**src/rtl/regfile_wb_arbiter.sv**
```systemverilog
// Purpose: round-robin share of the register file write port plus a pending-write scoreboard.
// Latency: 1 cycle from accept to reg_write; busy bits update at the edge; rsN_busy is combinational.
// Backpressure: one requester is granted per cycle; the register file never stalls the write stage.
// Optional bypass outputs are compiled in with `define REGFILE_WB_BYPASS_EN.
module regfile_wb_arbiter #(
  parameter int NUM_REQ = 3,
  parameter int DATA_W  = 32,
  parameter int ADDR_W  = 5
) (
  input  logic                      clk,
  input  logic                      reset,
  input  logic [NUM_REQ-1:0]        req_valid,
  output logic [NUM_REQ-1:0]        req_ready,
  input  logic [NUM_REQ*ADDR_W-1:0] req_addr,
  input  logic [NUM_REQ*DATA_W-1:0] req_data,
  input  logic                      issue_valid,
  input  logic [ADDR_W-1:0]         issue_rd,
  input  logic [ADDR_W-1:0]         rs1_addr,
  input  logic [ADDR_W-1:0]         rs2_addr,
  output logic                      rs1_busy,
  output logic                      rs2_busy,
`ifdef REGFILE_WB_BYPASS_EN
  output logic                      byp1_hit,
  output logic                      byp2_hit,
  output logic [DATA_W-1:0]         byp1_data,
  output logic [DATA_W-1:0]         byp2_data,
`endif
  output logic                      reg_write,
  output logic [ADDR_W-1:0]         w_addr,
  output logic [DATA_W-1:0]         w_data
);

  localparam int RR_W = (NUM_REQ > 1) ? $clog2(NUM_REQ) : 1;
  localparam int NREG = 1 << ADDR_W;

  logic [RR_W-1:0]   rr;
  logic [RR_W-1:0]   gnt_idx;
  logic [RR_W-1:0]   rr_next;
  logic              found;
  logic              accept;
  logic [ADDR_W-1:0] sel_addr;
  logic [DATA_W-1:0] sel_data;
  logic [NREG-1:0]   busy;
  logic [NREG-1:0]   busy_nxt;

  // Grant the first valid requester at or after rr, wrapping; nothing is granted in reset.
  always_comb begin
    req_ready = '0;
    found     = 1'b0;
    gnt_idx   = '0;
    for (int k = 0; k < NUM_REQ; k++) begin
      for (int i = 0; i < NUM_REQ; i++) begin
        if (!found && req_valid[i] &&
            ((int'(rr) + k == i) || (int'(rr) + k == i + NUM_REQ))) begin
          req_ready[i] = 1'b1;
          found        = 1'b1;
          gnt_idx      = RR_W'(i);
        end
      end
    end
    if (!reset) begin
      req_ready = '0;
      found     = 1'b0;
    end
  end

  assign accept = found;

  // Pointer moves to the slot just after the winner so the winner goes last next round.
  always_comb begin
    if (gnt_idx == RR_W'(NUM_REQ - 1)) rr_next = '0;
    else                               rr_next = gnt_idx + RR_W'(1);
  end

  // Select the granted requester's address and data.
  always_comb begin
    sel_addr = '0;
    sel_data = '0;
    for (int i = 0; i < NUM_REQ; i++) begin
      if (req_ready[i]) begin
        sel_addr = req_addr[i*ADDR_W +: ADDR_W];
        sel_data = req_data[i*DATA_W +: DATA_W];
      end
    end
  end

  // Registered write stage; x0 writes are consumed but never raise reg_write.
  always_ff @(posedge clk or negedge reset) begin
    if (!reset) begin
      reg_write <= 1'b0;
      w_addr    <= '0;
      w_data    <= '0;
      rr        <= '0;
    end else begin
      reg_write <= accept && (sel_addr != '0);
      if (accept) begin
        w_addr <= sel_addr;
        w_data <= sel_data;
        rr     <= rr_next;
      end
    end
  end

  // Next busy vector: commit clears first, then a new issue sets, so the newer producer wins.
  always_comb begin
    busy_nxt = busy;
    if (reg_write) busy_nxt[w_addr] = 1'b0;
    if (issue_valid && (issue_rd != '0)) busy_nxt[issue_rd] = 1'b1;
    busy_nxt[0] = 1'b0;
  end

  // Scoreboard state.
  always_ff @(posedge clk or negedge reset) begin
    if (!reset) busy <= '0;
    else        busy <= busy_nxt;
  end

`ifdef REGFILE_WB_BYPASS_EN
  // A source matching the committing write can take w_data directly, so it is not a stall.
  always_comb begin
    byp1_hit  = reg_write && (w_addr == rs1_addr) && (rs1_addr != '0);
    byp2_hit  = reg_write && (w_addr == rs2_addr) && (rs2_addr != '0);
    byp1_data = w_data;
    byp2_data = w_data;
    rs1_busy  = busy[rs1_addr] && !byp1_hit;
    rs2_busy  = busy[rs2_addr] && !byp2_hit;
  end
`else
  // Source busy straight from the scoreboard.
  always_comb begin
    rs1_busy = busy[rs1_addr];
    rs2_busy = busy[rs2_addr];
  end
`endif

endmodule
```
**config.mk**
```make
export PLATFORM = sky130hd
export DESIGN_NAME = regfile_wb_arbiter
export DESIGN_NICKNAME = d
export VERILOG_FILES = /design/src/rtl/regfile_wb_arbiter.sv
export SDC_FILE = /design/constraint.sdc
export NUM_CORES = 1
export LEC_CHECK = 0
export ABC_AREA = 1
export BUFFER_PORTS_ARGS = -buffer_cell sky130_fd_sc_hd__buf_2
export CELL_PAD_IN_SITES_DETAIL_PLACEMENT = 0
export CELL_PAD_IN_SITES_GLOBAL_PLACEMENT = 1
export CORE_MARGIN = 2
export CORE_UTILIZATION = 35
export DETAILED_ROUTE_END_ITERATION = 8
export MAX_ROUTING_LAYER = met4
export PLACE_DENSITY_LB_ADDON = 0.08
export SYNTH_ARGS = -nofsm -noshare
export SYNTH_HDL_FRONTEND = slang
export SYNTH_SLANG_ARGS = --single-unit
```
**constraint.sdc**
```tcl
create_clock -name clk -period 5 [get_ports clk]
set_input_delay 1 -clock clk [delete_from_list [all_inputs] [get_ports clk]]
set_output_delay 1 -clock clk [all_outputs]
set_load 0.02 [all_outputs]
```
### Word level (Yosys, flattened, before mapping)

Cells that the tools add are included.

* register bits: 71

* $add $sub $neg: 3
* $lt $le $gt $ge: 6
* equal/unequal tests: 14
* multiplexer cells: 44
* bitwise operators: 3
* reductions and logical operators: 41

Operators by type and width (number)
* 2-to-1 mux 32 bit: 5
* equality test 32 x 3 -> 1 bit (second input constant): 4
* zero test 32 bit: 3
* equality test 32 x 2 -> 1 bit (second input constant): 2
* equality test 32 x 4 -> 1 bit (second input constant): 2
* AND 32 bit: 1
* NOT 32 bit: 1
* OR 32 bit: 1
* < comparator 5 x 6 -> 1 bit (second input constant): 4
* 2-to-1 mux 1 bit: 23
* logical AND 1 bit: 21
* 2-to-1 mux 2 bit: 8
* 2-to-1 mux 5 bit: 3
* binary-select mux 1 bit (select 5 bit): 2
* demux 1 bit (select 5 bit): 2
* >= comparator 5 x 1 -> 1 bit (second input constant): 2
* nonzero test 5 bit: 2
* zero test 1 bit: 8
* logical OR 1 bit: 7
* equality test 2 bit (second input constant): 3
* equality test 3 bit (second input constant): 2
* adder 2 x 1 -> 3 bit (second input constant): 1
* adder 2 x 2 -> 3 bit (second input constant): 1
* 2-to-1 mux 3 bit: 1
* 2 further kinds: 2

### Depth between registers and ports, before layout

* depth in word-level cells: 42
* gate-level depth with buffers: 15

### Least setup slack after synthesis

No wires, ideal clock.

* path kind: input -> output
* start point: input rs2_addr[0]
* end point: output rs2_busy
* arrival: 2.108 ns
* required time: 4.000 ns
* path slack: 1.892 ns
* stages on the path: 8
* buffers on the path: 1
* path through: inv_1 > buf_2 > nor2_1 > o221ai_1 > nand3_1 > o21ai_0 > nor2_1 > a31oi_1

* word-level cells in the longest chain between the ends: 2

RTL lines
* from (decl): line 19 `input logic [ADDR_W-1:0] rs2_addr,`
* binary-select mux 1 bit (select 5 bit): line 132 `rs2_busy = busy[rs2_addr];`
* 2-to-1 mux 1 bit (implied by the code): line 132
* to (decl): line 21 `output logic rs2_busy,`

Every way passes these cells. The select of a mux whose other input is x is not followed.

### Worst setup path in the final report

* start point: input req_valid[0]
* end point: output req_ready[2]

* word-level cells in the longest chain between the ends: 35
* elaborated cells between the ends (all ways): 37

RTL lines
* from (decl): line 12 `input logic [NUM_REQ-1:0] req_valid,`
* logical AND 1 bit: line 53 `if (!found && req_valid[i] &&`
* 2-to-1 mux 1 bit: line 53
* zero test 1 bit: line 53
* logical AND 1 bit (2 in a row): line 53
* 2-to-1 mux 1 bit: line 53
* zero test 1 bit: line 53
* logical AND 1 bit (2 in a row): line 53
* 2-to-1 mux 1 bit: line 53
* [15 not listed]
* 2-to-1 mux 1 bit: line 53
* zero test 1 bit: line 53
* logical AND 1 bit (2 in a row): line 53
* 2-to-1 mux 1 bit: line 53
* zero test 1 bit: line 53
* logical AND 1 bit (2 in a row): line 53
* 2-to-1 mux 1 bit *: line 53
* 2-to-1 mux 3 bit *: line 61 `if (!reset) begin`
* to (decl): line 13 `output logic [NUM_REQ-1:0] req_ready,`

Mark *: on every way between the ends. The rest lies on a longest branch, timed or not.

==> reports/metrics.json <==
{
  "worst_hold_path_type": "reg -> reg",
  "post_cts_setup_bufs": 0,
  "design_power_total_mw": 3.10,
  "worst_hold_slack_ns": 0.494,
  "drt_drc_violations_left": 0,
  "numClockSinks": 71,
  "cts_resized": 0,
  "clockBufferDepth": 2,
  "ant_nets": 0,
  "fp.coreArea_sq_mm": 0.0113,
  "die_x_microns": 111,
  "finish.cell_count_without_fillers": 854,
  "synth_most_common_cell": "nand2_1",
  "outcome": "completed",
  "synth_enable_flop_cells": 0,
  "start_util": 0.357,
  "ys_top_cells_by_count": "nand2_1, o21ai_0, dfrtp_1",
  "io_pins": 175,
  "asyncSetResetFlopFracSynth": 1.00,
  "cts_root_buf": "clkbuf_16",
  "drt_first_iter_violations": 313,
  "worstSkewPairLatency_ns": 0.33,
  "cell_depth_of_the_worst_min_delay_path": 2,
  "dp_hpwl_microns": 10600,
  "n_antenna_cell": 0,
  "ys_ff_latch": 71,
  "slew_violations": 0,
  "cts_hold_buffers": 0,
  "ys_types": 31,
  "syn_to_final_growth_pct": 30.7,
  "global_route.overflow_total": 0,
  "share_comb_of_total_power": 0.439,
  "top_post_synthesis_cells_by_area": "dfrtp_1, nand2_1, o21ai_0, nand3_1, nand4_1",
  "worst_setup_hold_path_clk_slew_ns": 0.06,
  "number_of_antenna_violations_at_the_first_check_in_global_routing": 0,
  "synthesis.area_per_instance_sq_um": 7.54,
  "critical_path_arrival_ns": 2.55,
  "reg2reg_slack_ns": 2.34,
  "setup_viol": 0,
  "grt_first_pass_wirelength_microns": 22500,
  "timing_hold_violations_final": 0,
  "fin_nets": 841,
  "drt_wl_total_microns": 14000,
  "tritoncts": "built",
  "drt-wirelength-per-cell_microns": 16.4,
  "fmax_ghz": 0.282,
  "cell_area_placed_sq_mm": 0.00498,
  "largest_voltage_drop_on_the_vdd_net_v": 0.000208,
  "final.setup_skew_ns": 0.0106,
  "maxSlewHeadroom": 0.363,
  "fin_setup_tns_ns": 0,
  "worst-slew-pin-transition_ns": 0.952,
  "setup_ws_ns": 1.45,
  "port_buffers": 174,
  "postLayoutCoreUtil": 0.466,
  "crit_fanout": 33,
  "startpoint_of_the_most_critical_hold_path": "w_data[6]",
  "power_report.internal_total_mw": 1.73,
  "crit_path_end_kind": "output pin",
  "synth_sequential_area_ratio": 0.440,
  "final_layout_size_suffix_gt1_frac": 0.291,
  "vias_post_dr": 4484,
  "finalWeightedCongestion": 0.930,
  "die_outline_height_microns": 111,
  "post-route-period-util": 0.710,
  "power.net_switching_mw": 1.37,
  "timing.max_cap.violations": 0,
  "postSynthNetCount": 670,
  "placement_rows": 39,
  "post-place-ws_ns": 1.45,
  "timing.reg2reg.worst_path_depth": 11,
  "reg2reg_to": "rr[1]",
  "required_ns": 4.00,
  "critPathLaunch": "req_valid[0]",
  "power.density_cell_area_mw_per_mm2": 587,
  "viasPerCell": 5.25,
  "synthFlopType": "dfrtp_1",
  "postSynthCellCount": 536,
  "cts-buffers-inserted": 9,
  "startpoint_types": "input pin",
  "grt_setup_unrepaired": "no",
  "power_switching_share": 0.443,
  "netlist_area_sq_mm": 0.00404,
  "first_global_vias": 4460,
  "htree_num_levels": 3,
  "synth_top_area_cell": "dfrtp_1",
  "groute.usage.overall": 0.235,
  "r2r_start": "rr[0]",
  "placed_cells": 839,
  "netlist.area_leader.share": 0.440,
  "static-leakage-power_nw": 2.56,
  "timing.hold.worst_endpoint": "w_data[6]",
  "post-route-cell-area_sq_mm": 0.00528,
  "synthesis.yosys.warnings": 0,
  "layout_min_cycle_time_ns": 3.55,
  "grt_start_max_net_pins": 54,
  "pwr-share-clk": 0.209,
  "firstDrtPassIters": 5,
  "seqPwrFrac": 0.352,
  "die_area_sq_mm": 0.0124,
  "critical_path_class": "in -> out"
}
## kinds of logic (layout without fill, tap and decap cells)
group,after synthesis,in the layout,share of synthesized area
AO/OA/AOI/OAI,133,133,0.181
adder cells (fa/ha/maj),2,2,0.00619
flip-flops,71,71,0.440
buffers and inverters,54,229,0.0682
AND/OR/NAND/NOR,276,276,0.305
## worst max-delay path by stage
stage	slack, ns	depth (start not counted)	to
final	1.45	11	req_ready[2]
after global routing	1.27	12	req_ready[2]
after CTS	1.45	11	req_ready[2]
after detailed placement	1.45	11	req_ready[2]
after global placement	1.51	11	req_ready[2]
after floorplan	1.89	8	rs2_busy
## worst max-delay path, cell delays in order
cell and delay (ns):
buf_2 0.13, nand2_1 0.13, nand2_2 0.08, a21oi_2 0.14, nand3_2 0.13, nor2_4 0.13, nand3_2 0.09, nand2_4 0.11
nand2_4 0.06, inv_4 0.29, buf_2 0.24
## area by class of cell
| cell class | count | area [sq um] |
|---|---|---|
| Sequential cell | 71 | 1780 |
| Inverter | 37 | 143 |
| Tap cell | 143 | 179 |
| Fill cell | 1179 | 6040 |
| Clock inverter | 3 | 42.5 |
| Timing Repair Buffer | 177 | 896 |
| Clock buffer | 12 | 256 |
| Multi-Input combinational cell | 411 | 1990 |
## registers in the layout, summed over array words and instances (netlist names)
| name | flops |
|---|---|
| w_data | 32 |
| busy | 31 |
| w_addr | 5 |
| rr | 2 |
| reg_write | 1 |
## placed cells by master (no fill, tap or decap), types with 2 or more instances in the layout
cell       instances
buf_2            173
nand3b_1           2
nand4_1           34
dfrtp_1           71
inv_2              3
buf_4              4
nand3_2            2
nand2_1          150
ha_1               2
nor2_1            36
a31oi_1            2
o21a_1             2
o211ai_1           3
nand2_4            2
clkbuf_8           2
inv_1             32
o221ai_1           6
clkbuf_16          9
o22ai_1            5
o21bai_1           3
nand2_2            3
o21ai_1            2
o21ai_0          103
a21oi_1            5
clkinv_2           2
nand3_1           45
## per-layer routing
layer | vias up | share of wire | track usage
met2 | 184 | 0.49 | 0.390
met4 | 0 | 0.025 | 0.0872
met1 | 2083 | 0.42 | 0.285
li1 | 2185 | - | -
met3 | 32 | 0.065 | 0.0457
met5 | - | 0 | -
## power by group through the flow
stage / Combinational [mW] / Sequential, mW / Clock, mW
floorplan: 0.781 / 1.19 / 0
global placement: 1.36 / 1.09 / 0
detailed placement: 1.38 / 1.09 / 0
CTS: 1.38 / 1.08 / 0.659
global route: 1.53 / 1.12 / 0.684
finish: 1.36 / 1.09 / 0.648
(Power assumes the default switching activity.)
